File: src/rtl/sobel_line_delay_ctrl_if.sv
// Purpose : bus between the Sobel line-delay controller and its 2048x8
//           synchronous line FIFO.
// Signals : fifo_rst   - FIFO reset (controller -> FIFO)
//           fifo_we    - write enable, fifo_di write data
//           fifo_re    - read enable; fifo_do is valid the cycle after
//           fifo_empty / fifo_full / fifo_afull - FIFO status flags
// Modports: master = controller side, slave = FIFO side.
interface sobel_line_delay_ctrl_if #(
  parameter int DATA_W = 8
);
  logic              fifo_rst;
  logic              fifo_we;
  logic [DATA_W-1:0] fifo_di;
  logic              fifo_re;
  logic [DATA_W-1:0] fifo_do;
  logic              fifo_empty;
  logic              fifo_full;
  logic              fifo_afull;

  modport master (
    output fifo_rst, fifo_we, fifo_di, fifo_re,
    input  fifo_do, fifo_empty, fifo_full, fifo_afull
  );

  modport slave (
    input  fifo_rst, fifo_we, fifo_di, fifo_re,
    output fifo_do, fifo_empty, fifo_full, fifo_afull
  );
endinterface

File: src/rtl/sobel_line_delay_ctrl.sv
// Purpose : write/read controller for the line FIFO in the Sobel line-buffer
//           path. Fills the FIFO with one full line, then pops one pixel per
//           incoming pixel so the FIFO output is the same column of the
//           previous line. Emits the column-aligned pixel pair and keeps
//           sticky overflow/underflow/fill error flags.
// Ports   : clk, rst (sync, active high)
//           frame_start, pix_valid, pix_data - incoming pixel stream
//           fifo (master)                    - line FIFO bus
//           out_valid, out_cur, out_prev, out_col - aligned pixel pair
//           streaming                        - high in STREAM
//           overflow_err, underflow_err, fill_err - sticky, cleared by rst only
//
// state  | meaning
// -------+------------------------------------------------------------
// IDLE   | after reset, waiting for frame_start; pixels ignored
// FLUSH  | FIFO held in reset for FLUSH_LEN cycles, col cleared
// FILL   | first line of the frame written into the FIFO, no reads
// STREAM | write + read per pixel, aligned pair emitted one cycle later
module sobel_line_delay_ctrl #(
  parameter int DATA_W    = 8,
  parameter int H_ACTIVE  = 1920,
  parameter int COL_W     = 11,
  parameter int FLUSH_LEN = 2
) (
  input  logic                  clk,
  input  logic                  rst,
  input  logic                  frame_start,
  input  logic                  pix_valid,
  input  logic [DATA_W-1:0]     pix_data,
  sobel_line_delay_ctrl_if.master fifo,
  output logic                  out_valid,
  output logic [DATA_W-1:0]     out_cur,
  output logic [DATA_W-1:0]     out_prev,
  output logic [COL_W-1:0]      out_col,
  output logic                  streaming,
  output logic                  overflow_err,
  output logic                  underflow_err,
  output logic                  fill_err
);

  localparam int FL_W = (FLUSH_LEN > 1) ? $clog2(FLUSH_LEN) : 1;

  typedef enum logic [1:0] {IDLE, FLUSH, FILL, STREAM} state_t;

  state_t           state, state_nxt;
  logic [COL_W-1:0] col;
  logic [FL_W-1:0]  flush_cnt;
  logic             fill_chk;
  logic             prev_ok;
  logic             accept;
  logic             stream_px;
  logic             col_wrap;

  // A pixel arriving together with frame_start is dropped.
  assign accept    = pix_valid && !frame_start && (state == FILL || state == STREAM);
  assign stream_px = accept && (state == STREAM);
  assign col_wrap  = (col == COL_W'(H_ACTIVE - 1));

  always_ff @(posedge clk) begin
    if (rst) state <= IDLE;
    else     state <= state_nxt;
  end

  always_comb begin
    state_nxt = state;
    if (frame_start) begin
      state_nxt = FLUSH;
    end else begin
      case (state)
        FLUSH:   if (flush_cnt == '0) state_nxt = FILL;
        FILL:    if (accept && col_wrap) state_nxt = STREAM;
        default: state_nxt = state;
      endcase
    end
  end

  always_comb begin
    fifo.fifo_rst = rst || (state == FLUSH);
    fifo.fifo_we  = accept;
    fifo.fifo_di  = pix_data;
    // An empty FIFO is never popped; the pair still goes out with prev = 0.
    fifo.fifo_re  = stream_px && !fifo.fifo_empty;
    streaming     = (state == STREAM);
  end

  // FIFO read data appears one cycle after fifo_re, alongside the registered
  // current pixel, so it is muxed straight through rather than registered.
  assign out_prev = prev_ok ? fifo.fifo_do : '0;

  always_ff @(posedge clk) begin
    if (rst) begin
      col           <= '0;
      flush_cnt     <= '0;
      fill_chk      <= 1'b0;
      prev_ok       <= 1'b0;
      out_valid     <= 1'b0;
      out_cur       <= '0;
      out_col       <= '0;
      overflow_err  <= 1'b0;
      underflow_err <= 1'b0;
      fill_err      <= 1'b0;
    end else begin
      if (frame_start)
        flush_cnt <= FL_W'(FLUSH_LEN - 1);
      else if (state == FLUSH && flush_cnt != '0)
        flush_cnt <= flush_cnt - FL_W'(1);

      if (state == FLUSH)
        col <= '0;
      else if (accept)
        col <= col_wrap ? '0 : col + COL_W'(1);

      // Almost-full is judged one cycle after the last FILL write so the
      // FIFO flag has had its update edge.
      fill_chk <= (state == FILL) && accept && col_wrap;
      if (fill_chk && !fifo.fifo_afull) fill_err <= 1'b1;

      if (accept && fifo.fifo_full)      overflow_err  <= 1'b1;
      if (stream_px && fifo.fifo_empty)  underflow_err <= 1'b1;

      out_valid <= stream_px;
      prev_ok   <= stream_px && !fifo.fifo_empty;
      if (stream_px) begin
        out_cur <= pix_data;
        out_col <= col;
      end
    end
  end

endmodule

File: src/flat_wrapper.sv
// flat-port wrapper written by rule: the top's interface ports become plain ports
module sobel_line_delay_ctrl_flat 
#(
  parameter int DATA_W    = 8,
  parameter int H_ACTIVE  = 1920,
  parameter int COL_W     = 11,
  parameter int FLUSH_LEN = 2
)
  (clk, rst, frame_start, pix_valid, pix_data, out_valid, out_cur, out_prev, out_col, streaming, overflow_err, underflow_err, fill_err, fifo_fifo_rst, fifo_fifo_we, fifo_fifo_di, fifo_fifo_re, fifo_fifo_do, fifo_fifo_empty, fifo_fifo_full, fifo_fifo_afull);
  sobel_line_delay_ctrl_if #(.DATA_W(DATA_W)) fifo_i ();
  input  logic clk;
  input  logic rst;
  input  logic frame_start;
  input  logic pix_valid;
  input  logic [DATA_W-1:0] pix_data;
  output logic out_valid;
  output logic [DATA_W-1:0] out_cur;
  output logic [DATA_W-1:0] out_prev;
  output logic [COL_W-1:0] out_col;
  output logic streaming;
  output logic overflow_err;
  output logic underflow_err;
  output logic fill_err;
  output wire logic [$bits(fifo_i.fifo_rst)-1:0] fifo_fifo_rst;
  output wire logic [$bits(fifo_i.fifo_we)-1:0] fifo_fifo_we;
  output wire logic [$bits(fifo_i.fifo_di)-1:0] fifo_fifo_di;
  output wire logic [$bits(fifo_i.fifo_re)-1:0] fifo_fifo_re;
  input wire logic [$bits(fifo_i.fifo_do)-1:0] fifo_fifo_do;
  input wire logic [$bits(fifo_i.fifo_empty)-1:0] fifo_fifo_empty;
  input wire logic [$bits(fifo_i.fifo_full)-1:0] fifo_fifo_full;
  input wire logic [$bits(fifo_i.fifo_afull)-1:0] fifo_fifo_afull;
  assign fifo_fifo_rst = fifo_i.fifo_rst;
  assign fifo_fifo_we = fifo_i.fifo_we;
  assign fifo_fifo_di = fifo_i.fifo_di;
  assign fifo_fifo_re = fifo_i.fifo_re;
  assign fifo_i.fifo_do = fifo_fifo_do;
  assign fifo_i.fifo_empty = fifo_fifo_empty;
  assign fifo_i.fifo_full = fifo_fifo_full;
  assign fifo_i.fifo_afull = fifo_fifo_afull;
  sobel_line_delay_ctrl #(.DATA_W(DATA_W), .H_ACTIVE(H_ACTIVE), .COL_W(COL_W), .FLUSH_LEN(FLUSH_LEN)) u_core (.clk(clk), .rst(rst), .frame_start(frame_start), .pix_valid(pix_valid), .pix_data(pix_data), .fifo(fifo_i), .out_valid(out_valid), .out_cur(out_cur), .out_prev(out_prev), .out_col(out_col), .streaming(streaming), .overflow_err(overflow_err), .underflow_err(underflow_err), .fill_err(fill_err));
endmodule
File: config.mk
export PLATFORM = sky130hd
export DESIGN_NAME = sobel_line_delay_ctrl_flat
export DESIGN_NICKNAME = d
export VERILOG_FILES = /design/src/rtl/sobel_line_delay_ctrl_if.sv /design/src/rtl/sobel_line_delay_ctrl.sv /design/src/flat_wrapper.sv
export SDC_FILE = /design/constraint.sdc
export NUM_CORES = 1
export LEC_CHECK = 0
export CAP_MARGIN = 20
export CORE_ASPECT_RATIO = 0.7
export CORE_MARGIN = 2
export CORE_UTILIZATION = 45
export DETAILED_ROUTE_END_ITERATION = 8
export GPL_ROUTABILITY_DRIVEN = 0
export PLACE_DENSITY_LB_ADDON = 0.25
export SYNTH_ARGS = -nofsm -noshare
export SYNTH_HDL_FRONTEND = slang
export SYNTH_SLANG_ARGS = --single-unit
export TNS_END_PERCENT = 50
File: constraint.sdc
create_clock -name clk -period 3.99 [get_ports clk]
set_clock_uncertainty 0.15 [all_clocks]
set_input_delay 0.798 -clock clk [delete_from_list [all_inputs] [get_ports clk]]
set_output_delay 0.798 -clock clk [all_outputs]
set_load 0.005 [all_outputs]
After elaboration in Yosys (flattened, before gate mapping)
Index checks and enable logic that the tools add are counted.
{ "op_classes": {"n_addsub": 2, "n_eq_ne": 8, "muxes": 8, "reduce_logical": 23} }
{ "ops": {"columns": ["op", "count"], "rows": [
  ["11-bit by 1-bit adder with 11-bit output, second input constant", 1],
  ["11-bit == test, second input constant", 1],
  ["1-bit logical AND", 11],
  ["11-bit 2-to-1 mux", 1],
  ["8-bit 2-to-1 mux", 1],
  ["3-bit != test, second input constant", 2],
  ["3-bit AND reduction", 2],
  ["2-bit == test, second input constant", 2],
  ["2-bit 2-to-1 mux", 2],
  ["2-bit != test, second input constant", 2],
  ["2-bit one-hot mux with 2 select lines", 1],
  ["2-bit nonzero test", 2],
  ["2-bit OR reduction", 2],
  ["1-bit logical NOT", 3],
  ["1-bit 2-to-1 mux", 3],
  ["3-bit nonzero test", 1],
  ["2-bit by 1-bit == test with 1-bit output, second input constant", 1],
  ["1-bit logical OR", 2],
  ["1-bit subtractor, second input constant", 1]
]} }
{ "word_totals": {"reg_bits": 39, "in_bits": 23, "output_inout_bits": 43, "wordCells": 53} }

Depth between registers and ports, before layout
Gate-level depths: netlist of run 1.
{ "logic_depth": {"ltp_word": 7, "mapped_depth": 6, "depth_no_buf": 6} }

Worst setup path after synthesis of run 1
No wires, ideal clock.
{ "synth_timing": {"path_kind": "input-to-output", "from": "input port pix_valid", "to": "output port fifo_fifo_re", "t_arrival_ps": 1364, "required_time_ps": 3042, "setup_slack_ps": 1678, "cell_stages": 4, "path_buffers": 1, "path_cell_list": "nor2b_4 nand2_1 clkbuf_1 nor2_1"} }
{ "synth_between": {"elab_chain_len": 4} }
{ "synth_lines": {"columns": ["element", "line_no", "text"], "rows": [
  ["from (decl)", "flat_wrapper.sv:14", "input logic pix_valid;"],
  ["1-bit logical AND (2 in series)", "sobel_line_delay_ctrl.sv:55", "assign accept = pix_valid && !frame_start && (state == FILL || state == STREAM);"],
  ["1-bit logical AND", "sobel_line_delay_ctrl.sv:56", "assign stream_px = accept && (state == STREAM);"],
  ["1-bit logical AND", "sobel_line_delay_ctrl.sv:82", "fifo.fifo_re = stream_px && !fifo.fifo_empty;"],
  ["to (decl)", "flat_wrapper.sv:27", "output wire logic [$bits(fifo_i.fifo_re)-1:0] fifo_fifo_re;"]
]} }
No other way between the ends.

Worst setup path in the final report of run 1
{ "layout_timing": {"from": "input port frame_start", "to": "output port fifo_fifo_we"} }
{ "layout_between": {"elab_chain_len": 3} }
{ "layout_lines": {"columns": ["element", "line_no", "text"], "rows": [
  ["from (decl)", "flat_wrapper.sv:13", "input logic frame_start;"],
  ["1-bit logical NOT", "sobel_line_delay_ctrl.sv:55", null],
  ["1-bit logical AND (2 in series)", "sobel_line_delay_ctrl.sv:55", null],
  ["to (decl)", "flat_wrapper.sv:25", "output wire logic [$bits(fifo_i.fifo_we)-1:0] fifo_fifo_we;"]
]} }
No other way between the ends.

==> results of run 1 <==
[kinds of logic (layout without fill, tap and decap cells)]
group	after synthesis	in the layout
compound gates	36	36
buf+inv	23	79
xor+xnor	7	7
flops	39	39
simple gates	100	100
fa+ha+maj	4	4
[per-stage QoR]
stage	setup slack [ns]	hold WS [ns]	util (%)	instance area, sq um
6_report	0.773	0.305	67.5	2430
2_1_floorplan	1.68	0.282	-	1730
3_3_place_gp	0.830	0.292	65.5	2360
3_5_place_dp	0.783	0.296	65.5	2360
4_1_cts	0.784	0.305	67.5	2430
5_1_grt	0.713	0.332	67.5	2430
[per-layer routing]
layer  track usage (%)  wire length, um  vias up
li1                  -                -      806
met1              25.8             1900      718
met2              33.7             1960       63
met3              6.33              342        5
met4              6.02               37        0
met5                 0                0        -
[power by group]
group / switching [uW] / internal, uW / leakage (uW)
clock network: 124 / 116 / 0.0000371
registers: 2.97 / 392 / 0.000315
logic: 29.4 / 37.3 / 0.000467
[worst min-delay path: stages, from the launching register on]
cell     delay (ns)
dfxtp_1        0.31
nand2_1        0.05
a21oi_1        0.05
[final cells by class]
type / count / area [sq um] / share of cell area (%)
inverter: 6 / 22.5 / 0.926
timing repair buffer: 67 / 666 / 27.4
multi-input combinational: 147 / 828 / 34.1
sequential: 39 / 781 / 32.1
tap: 50 / 62.6 / 2.57
clock buffer: 6 / 72.6 / 2.98
[sequential cells by signal, indices dropped and copies added, names as in the netlist]
signal                count
u_core.flush_cnt          1
u_core.prev_ok            1
u_core.state              2
u_core.fill_err           1
u_core.underflow_err      1
u_core.out_col           11
u_core.out_valid          1
u_core.out_cur            8
u_core.col               11
u_core.fill_chk           1
u_core.overflow_err       1
[worst max-delay path by stage]
stage,cells after the start,slack [ns],to
after floorplan,4,1.68,fifo_fifo_re
after CTS,5,0.78,fifo_fifo_we
final,5,0.77,fifo_fifo_we
after global placement,5,0.83,fifo_fifo_we
after detailed placement,5,0.78,fifo_fifo_we
after global routing,5,0.71,fifo_fifo_we
[cells in the mapped netlist]
cell / n / area, sq um
and2_1: 9 / 56.3
or2_2: 1 / 6.26
a31oi_1: 1 / 6.26
nor3_1: 3 / 15.0
nand4b_1: 1 / 8.76
buf_2: 1 / 5.00
nand2_1: 46 / 173
nor2b_4: 1 / 13.8
nand3b_1: 2 / 15.0
and3_1: 1 / 6.26
o21ai_0: 1 / 5.00
inv_1: 6 / 22.5
nor2_2: 1 / 6.26
nor3_2: 2 / 20.0
xnor2_1: 7 / 61.3
nand4_2: 1 / 12.5
ha_1: 4 / 50.1
nand3_1: 3 / 15.0
o21ai_2: 1 / 8.76
nor3b_1: 1 / 7.51
or4_1: 1 / 7.51
buf_4: 8 / 60.1
o31ai_1: 1 / 7.51
o41ai_1: 1 / 8.76
dfxtp_1: 39 / 781
nor4_2: 3 / 37.5
or3_1: 2 / 12.5
and4b_1: 1 / 10.0
nor4b_2: 1 / 15.0
clkbuf_1: 8 / 30.0
nand4_1: 3 / 18.8
a21oi_1: 30 / 150
a21o_1: 1 / 7.51
nor2_1: 16 / 60.1
nand2b_1: 1 / 6.26
==> metrics.cfg, run 1 <==
[logic_synthesis]
ys_seq_area_share_pct=45.2
ys_types=35
synthAdderAreaFrac_pct=2.90
synth-xor-area-share_pct=3.55
syn_area_sq_mm=0.00173
synthSimpleGateAreaFrac_pct=30.3
ys_seq_elements=39
synth_compound_area_share_pct=11.2
ys.warnings.count=0
synthesis.nets=236
synthMuxAreaShare_pct=0
synth_area_per_cell_sq_um=8.26
synthCells=209
synth_top_family_by_area=simple AND/OR/NAND/NOR gates

[clock_network]
cts_buffer_depth=2
cts_sinks=39
post_cts_buffers=0
cts_buffers=5
holdBufCountCts=0
path_clk_slew_ns=0.07
h-tree-depth=2
cts_root_buf=clkbuf_8
cts_resized=0
cts_tree=built
clock_latency_ns=0.28

[global_routing]
gr-total-overflow=0
grt.total_usage_pct=20.4
grt_pass1_wl_um=7050
grt_pass1_vias=1515
antenna_found_initial=0
grt_max_degree=29

[placed_design]
detailed_place_hpwl_um=3110
placed_cells_incl_taps=309
portBuffers=65

[finish]
insertedDiodeCount=0
drive_above_1_share_pct=6.79
fillCellCount=296
layout_commonest_cell=clkdlybuf4s50_1
mostFrequentLayoutCells=65 x clkdlybuf4s50_1, 46 x nand2_1, 39 x dfxtp_1
fin_nets=293
finalNonFillerCells=315
area_delta_synth_final_pct=40.9

[pwr]
peakVddDrop_uv=230
power_density_mw_per_mm2=289
total_power_uw=702
power.leakage_uw=0.000819

[timing]
rsz0062_at_grt=no
slew_violations=0
min_period_over_period_pct=80.6
tightest_slew_ns=0.706
final-setup-viol-count=0
hold_viol_final=0
relSlewSlack_pct=52.9
max_freq_mhz=311
min_period_ns=3.22
fin_tns_setup_ns=0

[hold_path]
hold_path_class=reg2reg
whs_endpoint=u_core.out_cur[0]
hold-path-cell-count=2
hp-start=u_core.out_cur[0]

[setup_path]
critPathMostFrequentCell=clkdlybuf4s50_1
r2r-start=u_core.state[0]
cp_num_buf_inv=3
crit_path_max_incr_delay_ns=0.53
critical_path_peak_fanout=7
arrival_ns=2.27
crit_slowest_cell=clkdlybuf4s50_1
required_ns=3.04
start_kind=input port
reg2reg_slack_ns=2.05
r2r_cells=6
cp_top_family=buffers and inverters
crit_start=frame_start
end_kind=output port
reg2reg_to=u_core.col[10]
worstSetupPathType=in2out
crit_chain=clkdlybuf4s50_1, nor2b_4, o21ai_2, inv_1, clkdlybuf4s50_1

[routing]
routed_wl_um=4240
drtPass1Iterations=4
via_per_inst=5.05
drc=0
ant_nets=0
route.vias.total=1592
drt_iter0_markers=87
wl_per_cell_um=13.5

[die]
row_count=18
ios=66
coreArea_sq_mm=0.00360
initial_core_util_pct=47.9
die_h_um=55.8
die_w_um=78.0
die-area_sq_mm=0.00436

[status]
outcome=complete, no violations

[flow_run]
drv_cap=0

Power figures use the tool's default switching activity.
==> inputs of run 2 (changes only) <==
Settings changed: CORE_UTILIZATION 45 to 43.
Clock period 3.99 ns to 3.1 ns, I/O delays scaled along.
==> run 2 against run 1 <==
Net effect:
- hold slack hardly changed
- utilization is 3.7 points lower
- register-to-register slack worse by 0.84 ns
- final area is 2.3% higher
- clock power is 82% higher
- worst setup slack worse by 0.50 ns
- die area is 4.4% higher
- sequential power is 29% higher
- via count is 1.3% higher
- flip-flop and latch count stayed put
- final cell count is 1.6% higher
- global-route usage is 2.1 points lower
- critical path type unchanged
- largest cell class unchanged
- largest power group unchanged
- highest routed layer unchanged
==> metrics.cfg, run 2 (synthesis results as in run 1) <==
[status]
outcome=complete, no violations  ; unchanged

[pwr]
p_sw_uw=217  ; was 156 uW
swShare_pct=21.0  ; was 22.3%
combPwrFrac_pct=8.2  ; was 9.5%
power.leakage_uw=0.000849  ; was 0.000819 uW
p_int_uw=813  ; was 546 uW
power_density_mw_per_mm2=414  ; was 289 mW/mm^2
clockPowerShare_pct=42.4  ; was 34.2%
p_seq_share_pct=49.4  ; was 56.3%
peakVddDrop_uv=249  ; was 230 uV

[routing]
routed_wl_um=4100  ; was 4240 um
drtPass1Iterations=4  ; unchanged
drt_iter0_markers=62  ; was 87
route.vias.total=1613  ; was 1592
via_per_inst=5.04  ; was 5.05
wl_per_cell_um=12.8  ; was 13.5 um
drc=0  ; unchanged
ant_nets=0  ; unchanged

[flow_run]
drv_cap=0  ; unchanged

[timing]
tightest_slew_ns=0.463  ; was 0.706 ns
fin_tns_setup_ns=0  ; unchanged
slew_violations=0  ; unchanged
rsz0062_at_grt=no  ; unchanged
final-setup-viol-count=0  ; unchanged
max_freq_mhz=354
min_period_over_period_pct=91.2
relSlewSlack_pct=69.2  ; was 52.9%
hold_viol_final=0  ; unchanged
min_period_ns=2.83

[setup_path]
start_kind=input port  ; unchanged
arrival_ns=2.06  ; was 2.27 ns
worstSetupPathType=in2out  ; unchanged
end_kind=output port  ; unchanged
required_ns=2.33  ; was 3.04 ns
critical_path_peak_fanout=7  ; unchanged

[die]
die-area_sq_mm=0.00455  ; was 0.00436 sq mm
ios=66  ; unchanged
die_h_um=57.0  ; was 55.8 um
die_w_um=79.7  ; was 78.0 um
coreArea_sq_mm=0.00390  ; was 0.00360 sq mm
row_count=19  ; was 18
initial_core_util_pct=44.3  ; was 47.9%

[finish]
fin_nets=294  ; was 293
mostFrequentLayoutCells=65 x clkdlybuf4s50_1, 46 x nand2_1, 39 x dfxtp_1  ; unchanged
multi_input_area_sq_um=828  ; unchanged
drive_above_1_share_pct=8.21  ; was 6.79%
insertedDiodeCount=0  ; unchanged
area_delta_synth_final_pct=44.1  ; was 40.9%
layout_commonest_cell=clkdlybuf4s50_1  ; unchanged
final_area_sq_mm=0.00249  ; was 0.00243 sq mm
reg_top3=u_core.col: 11 flops, u_core.out_col: 11 flops, u_core.out_cur: 8 flops  ; unchanged
regArea_sq_um=781  ; unchanged
fillCellCount=329  ; was 296

[global_routing]
grt_pass1_vias=1455  ; was 1515
grt.total_usage_pct=18.4  ; was 20.4%
antenna_found_initial=0  ; unchanged
gr-total-overflow=0  ; unchanged
grt_pass1_wl_um=6530  ; was 7050 um
grt_max_degree=29  ; unchanged

[clock_network]
cts_root_buf=clkbuf_8  ; unchanged
cts_buffer_depth=2  ; unchanged
holdBufCountCts=0  ; unchanged
cts_resized=0  ; unchanged
h-tree-depth=2  ; unchanged
cts_sinks=39  ; unchanged
clock_latency_ns=0.29  ; was 0.28 ns
post_cts_buffers=0  ; unchanged
cts_buffers=5  ; unchanged
cts_tree=built  ; unchanged
path_clk_slew_ns=0.07  ; about the same

[hold_path]
hold_path_class=reg2reg  ; unchanged

[placed_design]
detailed_place_hpwl_um=2910  ; was 3110 um
portBuffers=65  ; unchanged
place_area_sq_mm=0.00237  ; was 0.00236 sq mm

-- run 2: cell count changes in the layout (fill, tap and decap cells not counted) --
cell / before / now
bufinv_16: 0 / 1
clkbuf_1: 1 / 0
clkinv_2: 0 / 1
clkbuf_8: 5 / 6
buf_4: 2 / 3
-- run 2: final cells by class --
type / instances / area share (%)
clock inverter: 2 / 1.41
inverter: 6 / 0.905
multi-input combinational: 147 / 33.3
sequential: 39 / 31.4
clock buffer: 6 / 3.32
timing repair buffer: 68 / 27.1
tap: 52 / 2.62
-- run 2: worst max-delay path, stage by stage --
cell and delay, ns:
clkdlybuf4s50_1 0.51, nor2b_4 0.18, o21ai_2 0.12, inv_1 0.11
clkdlybuf4s50_1 0.51
-- run 2: worst paths after layout --
path	end	cells after the start	slack [ns]	from
worst min-delay path	u_core.out_col[9]	2	0.30	u_core.out_col[9]
worst max register to register	u_core.col[9]	6	1.21	u_core.state[0]
worst min register to register	u_core.out_col[9]	2	0.30	u_core.out_col[9]
worst max-delay path	fifo_fifo_we	5	0.27	frame_start
-- run 2: power by group through the flow --
stage	Combinational, uW	Sequential [uW]	Clock [uW]
floorplan	38.6	519	0
global placement	83.5	520	0
detailed placement	84.7	520	0
CTS	85.2	508	444
global route	91.8	509	470
finish	84.6	508	437
-- run 2: through the flow --
| stage | total power (uW) | setup slack (ns) | hold WS (ns) | cells | util (%) |
|---|---|---|---|---|---|
| floorplan | 558 | 1.14 | 0.282 | 209 | - |
| global placement | 603 | 0.301 | 0.291 | 312 | 60.8 |
| detailed placement | 604 | 0.261 | 0.296 | 312 | 60.8 |
| CTS | 1040 | 0.267 | 0.306 | 320 | 63.8 |
| global route | 1070 | 0.201 | 0.329 | 320 | 63.8 |
| finish | 1030 | 0.274 | 0.304 | 320 | 63.8 |
-- run 2: metal layers --
metal	global-route usage, %	share of wire (%)
met5	0	0
met4	6.54	1.1
met3	5.70	9.2
met2	29.3	44
met1	23.8	46
